### src/rtl/cache_pkg.sv
// Shared sizing and state encoding for the cache-to-memory line controller.
package cache_pkg;

    localparam int ADDR_L    = 32;
    localparam int CACHE_LEN = 8;
    localparam int MEM_W     = 32;
    localparam int LINE_W    = 8 * CACHE_LEN;
    localparam int BEATS     = LINE_W / MEM_W;
    localparam int OFS_L     = $clog2(CACHE_LEN);

    typedef enum logic [2:0] {
        IDLE    = 3'd0,
        WR_BEAT = 3'd1,
        RD_CMD  = 3'd2,
        RD_WAIT = 3'd3,
        DONE    = 3'd4
    } state_t;

    function automatic int beat_w(input int beats);
        return (beats > 1) ? $clog2(beats) : 1;
    endfunction

endpackage

### src/rtl/cache_mem_ctrl_if.sv
// Cache line request/response signals plus the word-wide memory command bus.
interface cache_mem_ctrl_if #(
    parameter int ADDR_L    = cache_pkg::ADDR_L,
    parameter int CACHE_LEN = cache_pkg::CACHE_LEN,
    parameter int MEM_W     = cache_pkg::MEM_W
);
    logic                   c_req;
    logic                   c_we;
    logic [ADDR_L-1:0]      c_addr;
    logic [8*CACHE_LEN-1:0] c_wdata;
    logic                   c_busy;
    logic                   c_ack;
    logic [8*CACHE_LEN-1:0] c_rdata;
    logic                   m_valid;
    logic                   m_we;
    logic [ADDR_L-1:0]      m_addr;
    logic [MEM_W-1:0]       m_wdata;
    logic                   m_ready;
    logic                   m_rvalid;
    logic [MEM_W-1:0]       m_rdata;

    // Controller view: serves the cache, drives the memory bus.
    modport slave (
        input  c_req, c_we, c_addr, c_wdata, m_ready, m_rvalid, m_rdata,
        output c_busy, c_ack, c_rdata, m_valid, m_we, m_addr, m_wdata
    );

    // Environment view: the cache plus the memory.
    modport master (
        output c_req, c_we, c_addr, c_wdata, m_ready, m_rvalid, m_rdata,
        input  c_busy, c_ack, c_rdata, m_valid, m_we, m_addr, m_wdata
    );
endinterface

### src/rtl/cache_mem_ctrl.sv
// Splits cache line refills/writebacks into word beats on the memory bus.
// Latency: write BEATS+1, read 2*BEATS+1 cycles; m_ready stalls hold the beat.
module cache_mem_ctrl
    import cache_pkg::*;
#(
    parameter int ADDR_L    = cache_pkg::ADDR_L,
    parameter int CACHE_LEN = cache_pkg::CACHE_LEN,
    parameter int MEM_W     = cache_pkg::MEM_W
) (
    input  logic                 clk,
    input  logic                 rst_n,
    cache_mem_ctrl_if.slave      bus
);

    localparam int LW = 8 * CACHE_LEN;
    localparam int NB = LW / MEM_W;
    localparam int BW = beat_w(NB);
    localparam logic [BW-1:0]     LAST   = BW'(NB - 1);
    localparam logic [ADDR_L-1:0] WORD_B = ADDR_L'(MEM_W / 8);
    localparam logic [ADDR_L-1:0] OFS_M  = ADDR_L'(CACHE_LEN - 1);

    state_t            state, state_nxt;
    logic [BW-1:0]     beat_q, beat_nxt;
    logic [ADDR_L-1:0] base_q;
    logic [LW-1:0]     wdata_q;
    logic [LW-1:0]     line_q, line_nxt;
    logic [LW-1:0]     rdata_q;

    always_comb begin
        state_nxt = state;
        beat_nxt  = beat_q;
        case (state)
            IDLE: begin
                if (bus.c_req) begin
                    state_nxt = bus.c_we ? WR_BEAT : RD_CMD;
                    beat_nxt  = '0;
                end
            end
            WR_BEAT: begin
                if (bus.m_ready) begin
                    if (beat_q == LAST) state_nxt = DONE;
                    else                beat_nxt  = beat_q + BW'(1);
                end
            end
            RD_CMD: begin
                if (bus.m_ready) state_nxt = RD_WAIT;
            end
            RD_WAIT: begin
                if (bus.m_rvalid) begin
                    if (beat_q == LAST) begin
                        state_nxt = DONE;
                    end else begin
                        state_nxt = RD_CMD;
                        beat_nxt  = beat_q + BW'(1);
                    end
                end
            end
            DONE:    state_nxt = IDLE;
            default: state_nxt = IDLE;
        endcase
    end

    always_comb begin
        line_nxt = line_q;
        line_nxt[beat_q*MEM_W +: MEM_W] = bus.m_rdata;
    end

    always_ff @(posedge clk or negedge rst_n) begin
        if (!rst_n) begin
            state   <= IDLE;
            beat_q  <= '0;
            base_q  <= '0;
            wdata_q <= '0;
            line_q  <= '0;
            rdata_q <= '0;
        end else begin
            state  <= state_nxt;
            beat_q <= beat_nxt;
            if (state == IDLE && bus.c_req) begin
                base_q  <= bus.c_addr & ~OFS_M;
                wdata_q <= bus.c_wdata;
            end
            // Published line only changes when the final beat lands, so c_rdata
            // stays the previous line throughout a refill.
            if (state == RD_WAIT && bus.m_rvalid) begin
                line_q <= line_nxt;
                if (beat_q == LAST) rdata_q <= line_nxt;
            end
        end
    end

    assign bus.c_busy  = (state != IDLE);
    assign bus.c_ack   = (state == DONE);
    assign bus.c_rdata = rdata_q;
    assign bus.m_valid = (state == WR_BEAT) || (state == RD_CMD);
    assign bus.m_we    = (state == WR_BEAT);
    assign bus.m_addr  = base_q + ADDR_L'(beat_q) * WORD_B;
    assign bus.m_wdata = wdata_q[beat_q*MEM_W +: MEM_W];

endmodule

### src/flat_wrapper.sv
// flat-port wrapper written by rule: the top's interface ports become plain ports
module cache_mem_ctrl_flat import cache_pkg::*;
#(
    parameter int ADDR_L    = cache_pkg::ADDR_L,
    parameter int CACHE_LEN = cache_pkg::CACHE_LEN,
    parameter int MEM_W     = cache_pkg::MEM_W
)
  (clk, rst_n, bus_c_req, bus_c_we, bus_c_addr, bus_c_wdata, bus_m_ready, bus_m_rvalid, bus_m_rdata, bus_c_busy, bus_c_ack, bus_c_rdata, bus_m_valid, bus_m_we, bus_m_addr, bus_m_wdata);
  cache_mem_ctrl_if #(.ADDR_L(ADDR_L), .CACHE_LEN(CACHE_LEN), .MEM_W(MEM_W)) bus_i ();
  input  logic clk;
  input  logic rst_n;
  input wire logic [$bits(bus_i.c_req)-1:0] bus_c_req;
  input wire logic [$bits(bus_i.c_we)-1:0] bus_c_we;
  input wire logic [$bits(bus_i.c_addr)-1:0] bus_c_addr;
  input wire logic [$bits(bus_i.c_wdata)-1:0] bus_c_wdata;
  input wire logic [$bits(bus_i.m_ready)-1:0] bus_m_ready;
  input wire logic [$bits(bus_i.m_rvalid)-1:0] bus_m_rvalid;
  input wire logic [$bits(bus_i.m_rdata)-1:0] bus_m_rdata;
  output wire logic [$bits(bus_i.c_busy)-1:0] bus_c_busy;
  output wire logic [$bits(bus_i.c_ack)-1:0] bus_c_ack;
  output wire logic [$bits(bus_i.c_rdata)-1:0] bus_c_rdata;
  output wire logic [$bits(bus_i.m_valid)-1:0] bus_m_valid;
  output wire logic [$bits(bus_i.m_we)-1:0] bus_m_we;
  output wire logic [$bits(bus_i.m_addr)-1:0] bus_m_addr;
  output wire logic [$bits(bus_i.m_wdata)-1:0] bus_m_wdata;
  assign bus_i.c_req = bus_c_req;
  assign bus_i.c_we = bus_c_we;
  assign bus_i.c_addr = bus_c_addr;
  assign bus_i.c_wdata = bus_c_wdata;
  assign bus_i.m_ready = bus_m_ready;
  assign bus_i.m_rvalid = bus_m_rvalid;
  assign bus_i.m_rdata = bus_m_rdata;
  assign bus_c_busy = bus_i.c_busy;
  assign bus_c_ack = bus_i.c_ack;
  assign bus_c_rdata = bus_i.c_rdata;
  assign bus_m_valid = bus_i.m_valid;
  assign bus_m_we = bus_i.m_we;
  assign bus_m_addr = bus_i.m_addr;
  assign bus_m_wdata = bus_i.m_wdata;
  cache_mem_ctrl #(.ADDR_L(ADDR_L), .CACHE_LEN(CACHE_LEN), .MEM_W(MEM_W)) u_core (.clk(clk), .rst_n(rst_n), .bus(bus_i));
endmodule
### config.mk
export PLATFORM = sky130hd
export DESIGN_NAME = cache_mem_ctrl_flat
export DESIGN_NICKNAME = d
export VERILOG_FILES = /design/src/rtl/cache_pkg.sv /design/src/rtl/cache_mem_ctrl_if.sv /design/src/rtl/cache_mem_ctrl.sv /design/src/flat_wrapper.sv
export SDC_FILE = /design/constraint.sdc
export NUM_CORES = 1
export LEC_CHECK = 0
export BUFFER_PORTS_ARGS = -buffer_cell sky130_fd_sc_hd__buf_2
export CORE_UTILIZATION = 25
export CTS_CLUSTER_SIZE = 28
export DETAILED_ROUTE_END_ITERATION = 16
export PLACE_DENSITY = 0.5
export SLEW_MARGIN = 25
export SYNTH_ARGS = -nofsm -noshare
export SYNTH_HDL_FRONTEND = slang
export SYNTH_SLANG_ARGS = --single-unit
### constraint.sdc
create_clock -name clk -period 3.3 [get_ports clk]
set_input_delay 0.165 -clock clk [delete_from_list [all_inputs] [get_ports clk]]
set_output_delay 0.165 -clock clk [all_outputs]
set_load 0.02 [all_outputs]
==> metrics.md, run 1 <==
| Metric | Value |
|---|---|
| Outcome | `complete, no violations` |
| Hold path endpoint | `u_core.state[1]$_DFFE_PN0P_` |
| Clock buffer depth | `2` |
| Root buffer cell | `clkbuf_16` |
| Synth top area cells | `dfrtp_1 62%, mux2_2 28%, mux2_4 4.6%` |
| Worst EP required | `3610 ps` |
| Post-synth top cells | `197 x mux2_2, 193 x dfrtp_1, 24 x mux2_4` |
| Site row count | `64` |
| WL/cell | `approximately 14 µm` |
| DRT iter0 DRCs | `112` |
| Final Util | `37.11%` |
| Crit path launch type | `register` |
| Hold Crit Start | `bus_m_rvalid` |
| Seq cells post-synth | `193` |
| Fill cell count | `2974` |
| Hold Path Class | `input port to register` |
| CP cell instances | `or3_4, nor2_4, buf_4, mux2_2` |
| Setup bufs post-CTS | `0` |
| Total CTS buffers | `17` |
| Post-cts resize count | `0` |
| Post-Route Setup TNS | `0 ps` |
| Die area | `~32000 µm²` |
| Final setup violation count | `0` |
| ANT nets after route | `0` |
| Overall Global Routing Usage | `11.58%` |
| Hold Path Stages | `4` |
| CP arrival | `2520 ps` |
| Clock-pin slew of the registers on the worst-case setup and hold paths | `80 ps` |
| Syn-to-layout area delta | `45.40%` |
| Crit path largest cell delay | `490 ps` |
| Netlist cell types | `29` |
| First-pass GRT wire length | `28.40 mm` |
| Final wirelength | `approximately 18 mm` |
| Layout Nets | `991` |
| Final Hold Fails | `0` |
| CP Class | `register to register` |
| Pre-antenna DRT Iters | `4` |
| Starting Density | `25.52%` |
| Crit Path Max Fanout | `17` |
| Max-cap violation count | `0` |
| Worst slew margin | `49.12%` |
| Antenna cells | `0` |
| Post-Syn Area | `a little under 8000 µm²` |
| Element type at the critical path end | `register` |
| Synth area leader | `dfrtp_1` |
| Largest net degree at the start of global routing | `92` |
| Cells after Synth | `471` |
| Share of layout cells above drive strength 1 | `roughly 61%` |
| IR drop worst, VDD | `0.0004462 V` |
| Hold Buf Count CTS | `roughly 130` |
| Synth Flop Type | `dfrtp_1` |
| RSZ-0062 raised after global routing | `false` |
| Final setup skew | `10.44 ps` |
| Leakage | `5.381 nW` |
| R2R cell count | `4` |
| Ys Warns | `0` |
| CTS tree | `done` |
| Power per Cell Area | `955.1 nW/µm²` |
| Worst R2R Start | `u_core.state[0]$_DFFE_PN0P_` |
| DRC Markers | `0` |
| Core ar. | `slightly above 30000 µm²` |
| Clock sinks | `193` |
| Via density per instance | `4.093` |
| FMAX | `~0.45 GHz` |
| Later-pin clock latency in the skew report | `440 ps` |
| Port bufs | `260` |
| Mean post-synth cell area | `roughly 17 µm²` |
| Vias in the first global route | `5492` |
| Async SR Flop Fraction | `100.0%` |
| Top-count cell post-synth | `mux2_2` |
| Initial antenna violation count | `0` |
| Reg2reg end | `u_core.base_q[30]$_DFFE_PN0P_` |
| Final count of pins violating max slew | `0` |
| Share of the synthesized area in the top cell type | `61.70%` |
| Final period util | `66.81%` |
| GP Congestion | `0.6926` |
| Grt ovf | `0` |
| Die width | `178.9 µm` |
| CP max stage cell | `dfrtp_1` |
| I/O pin cnt | `266` |
| Slew @ Worst Pin | `763.2 ps` |
| Hold_ws | `108.0 ps` |
| Post-synthesis sequential area ratio | `around three fifths` |
| Number of flops mapped to enable cells by yosys | `0` |
| Die Y | `178.9 µm` |
| H-Tree Depth | `4` |
| DR vias | `5182` |
| Fin crit period | `~2200 ps` |
| Final HPWL DP | `11.83 mm` |
| Setup slack, reg-to-reg | `~1100 ps` |
worst max path at each step:
stage	from	endpoint	slack, ps	cells past startpoint
3_5_place_dp	u_core.state[0]$_DFFE_PN0P_	u_core.base_q[28]$_DFFE_PN0P_	1060	4
4_1_cts	u_core.state[0]$_DFFE_PN0P_	u_core.base_q[30]$_DFFE_PN0P_	1050	4
6_report	u_core.state[0]$_DFFE_PN0P_	u_core.base_q[30]$_DFFE_PN0P_	1100	4
5_1_grt	u_core.state[0]$_DFFE_PN0P_	u_core.base_q[25]$_DFFE_PN0P_	970	4
2_1_floorplan	u_core.state[0]$_DFFE_PN0P_	u_core.wdata_q[10]$_DFFE_PN0P_	1450	6
3_3_place_gp	u_core.state[0]$_DFFE_PN0P_	u_core.base_q[29]$_DFFE_PN0P_	1070	4
cells in the final DEF (no fill, tap or decap), drive strengths merged:
| cell type | netlist | layout |
|---|---|---|
| dfrtp | 193 | 193 |
| o21bai | 1 | 1 |
| mux2 | 221 | 221 |
| nand3 | 2 | 2 |
| o41ai | 1 | 1 |
| bufinv | 0 | 2 |
| clkbuf | 3 | 22 |
| nor3 | 2 | 2 |
| or3 | 2 | 2 |
| a21oi | 2 | 2 |
| inv | 3 | 5 |
| and2 | 1 | 1 |
| nand2 | 1 | 1 |
| nor2b | 1 | 1 |
| o2111ai | 1 | 1 |
| o31ai | 1 | 1 |
| conb | 1 | 2 |
| clkinv | 0 | 5 |
| nor2 | 3 | 3 |
| xnor2 | 1 | 1 |
| dlygate4sd3 | 0 | 127 |
| buf | 28 | 269 |
| nand2b | 2 | 2 |
| clkinvlp | 0 | 2 |
| a22oi | 1 | 1 |
critical path: cells and delay by family (launching register included):
kind                   cells  cell delay (ps)
muxes                      1              350
DFF                        1              490
and+or+nand+nor            2              920
buffers and inverters      1              320
where the power goes:
group | switching [mW] | internal, mW
combinational | 2.37 | 2.30
sequential | 0.556 | 3.53
clock | 0.945 | 1.16
total | 3.87 | 7.00
logic make-up after synthesis:
kind of cell           after synthesis  share of synthesized area [%]
multiplexers                       221                          32.94
flip-flops                         193                          61.70
buffers and inverters               34                          3.437
AND/OR/NAND/NOR                     14                          1.119
AO/OA/AOI/OAI                        7                         0.6395
XOR/XNOR                             1                         0.1119
other                                1                        0.04791
area by class of cell:
cell class | instances | area, µm² | area share (%)
multi-input combinational | 245 | 2748 | 24.14
timing repair buffer | 397 | 2706 | 23.78
tap | 396 | 495.5 | 4.354
sequential | 193 | 4831 | 42.45
clock inverter | 11 | 128.9 | 1.132
inverter | 3 | 11.26 | 0.09894
clock buffer | 21 | 460.4 | 4.046
sequential cells by signal, indices dropped and copies added, names as in the netlist:
| signal | count |
|---|---|
| u_core.base_q | 29 |
| u_core.line_q | 32 |
| u_core.wdata_q | 64 |
| u_core.state | 3 |
| u_core.beat_q | 1 |
| u_core.bus.c_rdata | 64 |
routing by layer:
layer / GRT usage [%] / share of wire, %
met1: 13.65 / 43
met2: 18.92 / 48
met3: 4.198 / 6.5
met4: 4.908 / 1.8
met5: 0 / 0
per-stage QoR:
step,power (mW),worst slack [ps],area [µm²],std cells
6_report,10.87,1095,11380,1266
5_1_grt,11.58,970.0,11380,1266
4_1_cts,11.05,1045,11380,1266
2_1_floorplan,7.351,1453,7831,472
3_5_place_dp,8.754,1062,9520,1107
3_3_place_gp,8.685,1069,9520,1107
Power figures use the tool's default switching activity.
==> run 2, diff against run 1 <==
==> constraint.sdc (replaced) <==
create_clock -name clk -period 2.1 [get_ports clk]
set_input_delay 0.105 -clock clk [delete_from_list [all_inputs] [get_ports clk]]
set_output_delay 0.105 -clock clk [all_outputs]
set_load 0.02 [all_outputs]
==> run 2 against run 1 <==
Against the previous run: combinational power rose by 60%; critical path type is now register to output port; setup slack worse by 950 ps; register-to-register slack got worse by 850 ps; worst hold slack got worse by 52 ps; core utilization grew 0.36 points.
==> metrics.md, run 2 (synthesized netlist as in run 1, its figures left out) <==
| Metric | Value |
|---|---|
| Fill cell count | `2952 (was 2974)` |
| Outcome | `complete, no violations (unchanged)` |
| Fin crit period | `1958 ps` |
| Worst EP required | `2000 ps (was 3610 ps)` |
| Worst R2R Start | `u_core.state[0]$_DFFE_PN0P_ (unchanged)` |
| Layout Cell Area excl Fill | `11490 µm² (was 11380 µm²)` |
| Slew @ Worst Pin | `526.4 ps (was 763.2 ps)` |
| Post-cts resize count | `0 (unchanged)` |
| Pre-antenna DRT Iters | `4 (unchanged)` |
| Storage element area | `4831 µm² (unchanged)` |
| Syn-to-layout area delta | `46.80% (was 45.40%)` |
| First-pass GRT wire length | `28.61 mm (was 28.40 mm)` |
| Final Hold Fails | `0 (unchanged)` |
| Grt ovf | `0 (unchanged)` |
| Hold_ws | `55.83 ps (was 108.0 ps)` |
| Most frequent cells in the layout | `259 x buf_2, 197 x mux2_2, 192 x dfrtp_1, 128 x dlygate4sd3_1, 24 x mux2_4 (was 259 x buf_2, 197 x mux2_2, 192 x dfrtp_1, 127 x dlygate4sd3_1, 24 x mux2_4)` |
| Post-Route Setup TNS | `0 ps (unchanged)` |
| Initial antenna violation count | `0 (unchanged)` |
| DRC Markers | `0 (unchanged)` |
| Multi-input logic area | `2748 µm² (unchanged)` |
| Hold Crit Start | `bus_c_req (was bus_m_rvalid)` |
| DR vias | `5211 (was 5182)` |
| Die width | `178.9 µm (unchanged)` |
| Via density per instance | `4.090 (was 4.093)` |
| RSZ-0062 raised after global routing | `false (unchanged)` |
| Final setup skew | `11.17 ps (was 10.44 ps)` |
| DRT iter0 DRCs | `107 (was 112)` |
| Antenna cells | `0 (unchanged)` |
| Worst slew margin | `64.90% (was 49.12%)` |
| Final HPWL DP | `12.14 mm (was 11.83 mm)` |
| Share of layout cells above drive strength 1 | `61.05% (was 60.69%)` |
| Final period util | `93.25%` |
| Max-cap violation count | `0 (unchanged)` |
| Hold Path Class | `input port to register (unchanged)` |
| Power per Cell Area | `1494 nW/µm² (was 955.1 nW/µm²)` |
| ANT nets after route | `0 (unchanged)` |
| Final worst setup slack | `141.7 ps (was 1095 ps)` |
| WL/cell | `14.25 µm (was 14.30 µm)` |
| Starting Density | `25.52% (unchanged)` |
| Final wirelength | `18.15 mm (was 18.11 mm)` |
| Largest net degree at the start of global routing | `72 (was 92)` |
| Setup WS pre-CTS | `246.0 ps (was 1062 ps)` |
| FMAX | `between 0.5 and 0.6 GHz` |
| Crit path launch type | `register (unchanged)` |
| Finished Layout Cells | `1274 (was 1266)` |
| Die Y | `178.9 µm (unchanged)` |
| Element type at the critical path end | `output port (was register)` |
| Leading cell type in the layout, fill and taps excluded | `buf_2 (unchanged)` |
| Final count of pins violating max slew | `0 (unchanged)` |
| Layout Nets | `999 (was 991)` |
| Clock buffer depth | `2 (unchanged)` |
| Port bufs | `260 (unchanged)` |
| Clock-pin slew of the registers on the worst-case setup and hold paths | `70 ps (was 80 ps)` |
| IR drop worst, VDD | `0.0007067 V (was 0.0004462 V)` |
| Overall Global Routing Usage | `11.56% (was 11.58%)` |
| H-Tree Depth | `4 (unchanged)` |
| Vias in the first global route | `5418 (was 5492)` |
| DP Cell Count | `1114 (was 1107)` |
| Root buffer cell | `clkbuf_16 (unchanged)` |
| Crit Path Max Fanout | `35 (was 17)` |
| CTS tree | `done (unchanged)` |
| Core ar. | `30670 µm² (unchanged)` |
| CP Class | `register to output port (was register to register)` |
| CP arrival | `1850 ps (was 2520 ps)` |
| I/O pin cnt | `266 (unchanged)` |
| Die area | `32020 µm² (unchanged)` |
| Cell Area, Placed | `9635 µm² (was 9520 µm²)` |
| Later-pin clock latency in the skew report | `440 ps (about the same)` |
| Leakage | `5.430 nW (was 5.381 nW)` |
| Worst Setup SP | `u_core.beat_q$_DFFE_PN0P_ (was u_core.state[0]$_DFFE_PN0P_)` |
| GP Congestion | `0.6983 (was 0.6926)` |
| Final setup violation count | `0 (unchanged)` |
| Site row count | `64 (unchanged)` |
| Clock sinks | `193 (unchanged)` |
| Total CTS buffers | `17 (unchanged)` |
## run 2: final timing paths
check	endpoint	slack, ps	cells past startpoint
min	u_core.beat_q$_DFFE_PN0P_	60	4
max reg2reg	u_core.wdata_q[59]$_DFFE_PN0P_	250	5
min in group asynchronous	u_core.bus.c_rdata[42]$_DFFE_PN0P_	140	2
max in group asynchronous	u_core.bus.c_rdata[25]$_DFFE_PN0P_	1230	3
max	bus_m_wdata[7]	140	3
min reg2reg	u_core.bus.c_rdata[21]$_DFFE_PN0P_	500	1
## run 2: layout make-up
cell class                 count  share of cell area, %
tap                          396                  4.312
sequential                   193                  42.04
multi-input combinational    245                  23.91
clock buffer                  18                  3.735
clock inverter                14                  1.263
timing repair buffer         405                  24.64
inverter                       3                0.09800
## run 2: critical path: stages (launching register included)
cell and delay [ps]:
dfrtp_2 390, buf_4 440, mux2_2 390, buf_2 160
## run 2: through the flow
stage	util, %	total power [mW]
2_1_floorplan	-	11.55
3_3_place_gp	31.42	13.78
3_5_place_dp	31.42	13.89
4_1_cts	37.47	17.47
5_1_grt	37.47	18.31
6_report	37.47	17.16
## run 2: routing by layer
layer	wire, µm	track usage, %
met5	0	0
met3	1241	4.177
met1	7823	13.97
met4	198	3.566
met2	8888	19.06
## run 2: power by group
part | switching (mW) | internal [mW]
Combinational | 3.76 | 3.75
Sequential | 0.858 | 5.54
Clock | 1.58 | 1.68
## run 2: repair_timing
action | CTS | global route
hold endpoints to repair | 326 | 0
hold buffers | 128 | 0
setup buffers | 0 | 0
==> run 3, diff against run 2 <==
--- a/config.mk
+++ b/config.mk
@@ -9,6 +9,7 @@
 export CORE_UTILIZATION = 25
 export CTS_CLUSTER_SIZE = 28
 export DETAILED_ROUTE_END_ITERATION = 16
+export GPL_TIMING_DRIVEN = 0
 export PLACE_DENSITY = 0.5
 export SLEW_MARGIN = 25
 export SYNTH_ARGS = -nofsm -noshare
==> run 3 against run 2 <==
Against the previous run: maximum frequency down 0.32%; sequential share of layout area down 0.39 points; clock-buffer cell count unchanged.
==> metrics.md, run 3 (synthesized netlist as in run 1, its figures left out) <==
| Metric | Value |
|---|---|
| First-pass GRT wire length | `30.05 mm (was 28.61 mm)` |
| Seq pwr share | `36.6% (was 37.3%)` |
| Finished Layout Cells | `1290 (was 1274)` |
| Final setup skew | `10.30 ps (was 11.17 ps)` |
| Hold Path Class | `input port to register (unchanged)` |
| Hold_ws | `73.99 ps (was 55.83 ps)` |
| Leading cell type in the layout, fill and taps excluded | `buf_2 (unchanged)` |
| Final Hold Fails | `0 (unchanged)` |
| Worst EP required | `2000 ps (about the same)` |
| Clock sinks | `193 (unchanged)` |
| Most frequent cells in the layout | `270 x buf_2, 197 x mux2_2, 193 x dfrtp_1, 128 x dlygate4sd3_1, 24 x mux2_4 (was 259 x buf_2, 197 x mux2_2, 192 x dfrtp_1, 128 x dlygate4sd3_1, 24 x mux2_4)` |
| Antenna cells | `0 (unchanged)` |
| FMAX | `0.5090 GHz (was 0.5106 GHz)` |
| I/O pin cnt | `266 (unchanged)` |
| Die area | `32020 µm² (unchanged)` |
| Root buffer cell | `clkbuf_16 (unchanged)` |
| Initial antenna violation count | `0 (unchanged)` |
| Multi-input logic area | `2743 µm² (was 2748 µm²)` |
| Final setup violation count | `0 (unchanged)` |
| Leakage | `5.520 nW (was 5.430 nW)` |
| Final period util | `93.55% (was 93.25%)` |
| ANT nets after route | `0 (unchanged)` |
| Clock Power Share | `19.6% (was 19.0%)` |
| Later-pin clock latency in the skew report | `440 ps (about the same)` |
| Vias in the first global route | `5585 (was 5418)` |
| Setup slack, reg-to-reg | `160 ps (was 250 ps)` |
| GP Congestion | `0.6912 (was 0.6983)` |
| CP arrival | `1860 ps (was 1850 ps)` |
| Die Y | `178.9 µm (unchanged)` |
| Storage element area | `4830 µm² (was 4831 µm²)` |
| Overall Global Routing Usage | `12.43% (was 11.56%)` |
| Die width | `178.9 µm (unchanged)` |
| Syn-to-layout area delta | `48.15% (was 46.80%)` |
| Fill cell count | `2990 (was 2952)` |
| Site row count | `64 (unchanged)` |
| Pint | `11.21 mW (was 10.97 mW)` |
| Share of layout cells above drive strength 1 | `61.52% (was 61.05%)` |
| DR vias | `5291 (was 5211)` |
| Layout Nets | `1015 (was 999)` |
| IR drop worst, VDD | `0.0007654 V (was 0.0007067 V)` |
| Starting Density | `25.52% (unchanged)` |
| Outcome | `complete, no violations (unchanged)` |
| WL/cell | `15.12 µm (was 14.25 µm)` |
| DRC Markers | `0 (unchanged)` |
| Element type at the critical path end | `output port (unchanged)` |
| H-Tree Depth | `4 (unchanged)` |
| Setup bufs post-CTS | `0 (unchanged)` |
| Crit Path Max Fanout | `10 (was 35)` |
| Max-cap violation count | `0 (unchanged)` |
| Final HPWL DP | `13.47 mm (was 12.14 mm)` |
| Via density per instance | `4.102 (was 4.090)` |
| Final wirelength | `19.51 mm (was 18.15 mm)` |
| Clock buffer depth | `2 (unchanged)` |
| Combinational fraction of design power | `43.8% (was 43.7%)` |
| Hold Path Stages | `3 (was 4)` |
| RSZ-0062 raised after global routing | `false (unchanged)` |
| R2R cell count | `6 (was 5)` |
| CTS tree | `done (unchanged)` |
| Fin crit period | `1965 ps (was 1958 ps)` |
| Final count of pins violating max slew | `0 (unchanged)` |
| Core ar. | `30670 µm² (unchanged)` |
| CP Class | `register to output port (unchanged)` |
| DRT iter0 DRCs | `84 (was 107)` |
| Power per Cell Area | `1506 nW/µm² (was 1494 nW/µm²)` |
| Largest net degree at the start of global routing | `82 (was 72)` |
| Clock-pin slew of the registers on the worst-case setup and hold paths | `70 ps (about the same)` |
| Crit path launch type | `register (unchanged)` |
| Pre-antenna DRT Iters | `4 (unchanged)` |
| Total CTS buffers | `17 (unchanged)` |
| Port bufs | `260 (unchanged)` |
| DP Cell Count | `1130 (was 1114)` |
| Net switching power | `6.258 mW (was 6.194 mW)` |
| Grt ovf | `0 (unchanged)` |
| Switching share of power | `35.83% (was 36.09%)` |
## run 3: cell types whose count changed in the layout (fill, tap and decap cells not counted), moves of 3 or more
cell | before | now
buf_2 | 259 | 270
buf_6 | 0 | 8
buf_12 | 9 | 3
clkbuf_2 | 0 | 3
clkinv_4 | 3 | 0
## run 3: timing repair
action / CTS / global route
hold endpoints to repair: 317 / 0
resized for setup: 4 / 2
setup endpoints to repair: 58 / 59
hold buffers: 128 / 0
## run 3: power groups by stage
stage               registers [mW]  logic [mW]  clock network, mW
CTS                           6.38        7.78               3.60
global placement              6.42        7.46                  0
finish                        6.39        7.65               3.43
detailed placement            6.44        7.55                  0
floorplan                     7.36        4.19                  0
global route                  6.65        8.27               3.70
## run 3: cell type report
| cell class | instances | share of cell area [%] |
|---|---|---|
| plain buffers | 31 | 2.287 |
| well taps | 396 | 4.273 |
| flip-flops and latches | 193 | 41.65 |
| clock inverters | 14 | 1.511 |
| clock buffers | 18 | 3.701 |
| inverters | 3 | 0.09711 |
| repair buffers | 390 | 22.83 |
| multi-input cells | 245 | 23.65 |
## run 3: final timing paths
path                                              start                                  to
max in group asynchronous                         rst_n      u_core.wdata_q[53]$_DFFE_PN0P_
min in group asynchronous                         rst_n  u_core.bus.c_rdata[16]$_DFFE_PN0P_
setup / recovery              u_core.beat_q$_DFFE_PN0P_                     bus_m_wdata[26]
setup reg to reg            u_core.state[0]$_DFFE_PN0P_      u_core.wdata_q[60]$_DFFE_PN0P_
hold / removal                              bus_m_ready         u_core.state[0]$_DFFE_PN0P_
hold reg to reg            u_core.line_q[1]$_DFFE_PN0P_   u_core.bus.c_rdata[1]$_DFFE_PN0P_
## run 3: per-stage QoR
stage          TNS, ps  power [mW]  utilization (%)  worst slack [ps]  instance area [µm²]
3_3_place_gp   -509990       13.88            31.39             -2656                 9628
5_1_grt              0       18.62            37.81             9.051                11600
3_5_place_dp     -2346       13.99            31.60            -89.03                 9693
2_1_floorplan        0       11.55                -             253.4                 7831
4_1_cts              0       17.76            37.78             48.91                11590
6_report             0       17.47            37.81             135.5                11600
## run 3: critical path, stage by stage, from the launching register on
cell and delay (ps):
dfrtp_1 340, buf_4 200, clkbuf_2 330, mux2_2 390, buf_2 160
## run 3: routing by layer
metal / GRT usage, % / vias to the layer above / part of all wire [%]
li1: - / 2501 / -
met5: 0 / - / 0
met2: 20.58 / 150 / 48
met1: 15.03 / 2626 / 44
met3: 4.008 / 14 / 6.2
met4: 4.449 / 0 / 1.3
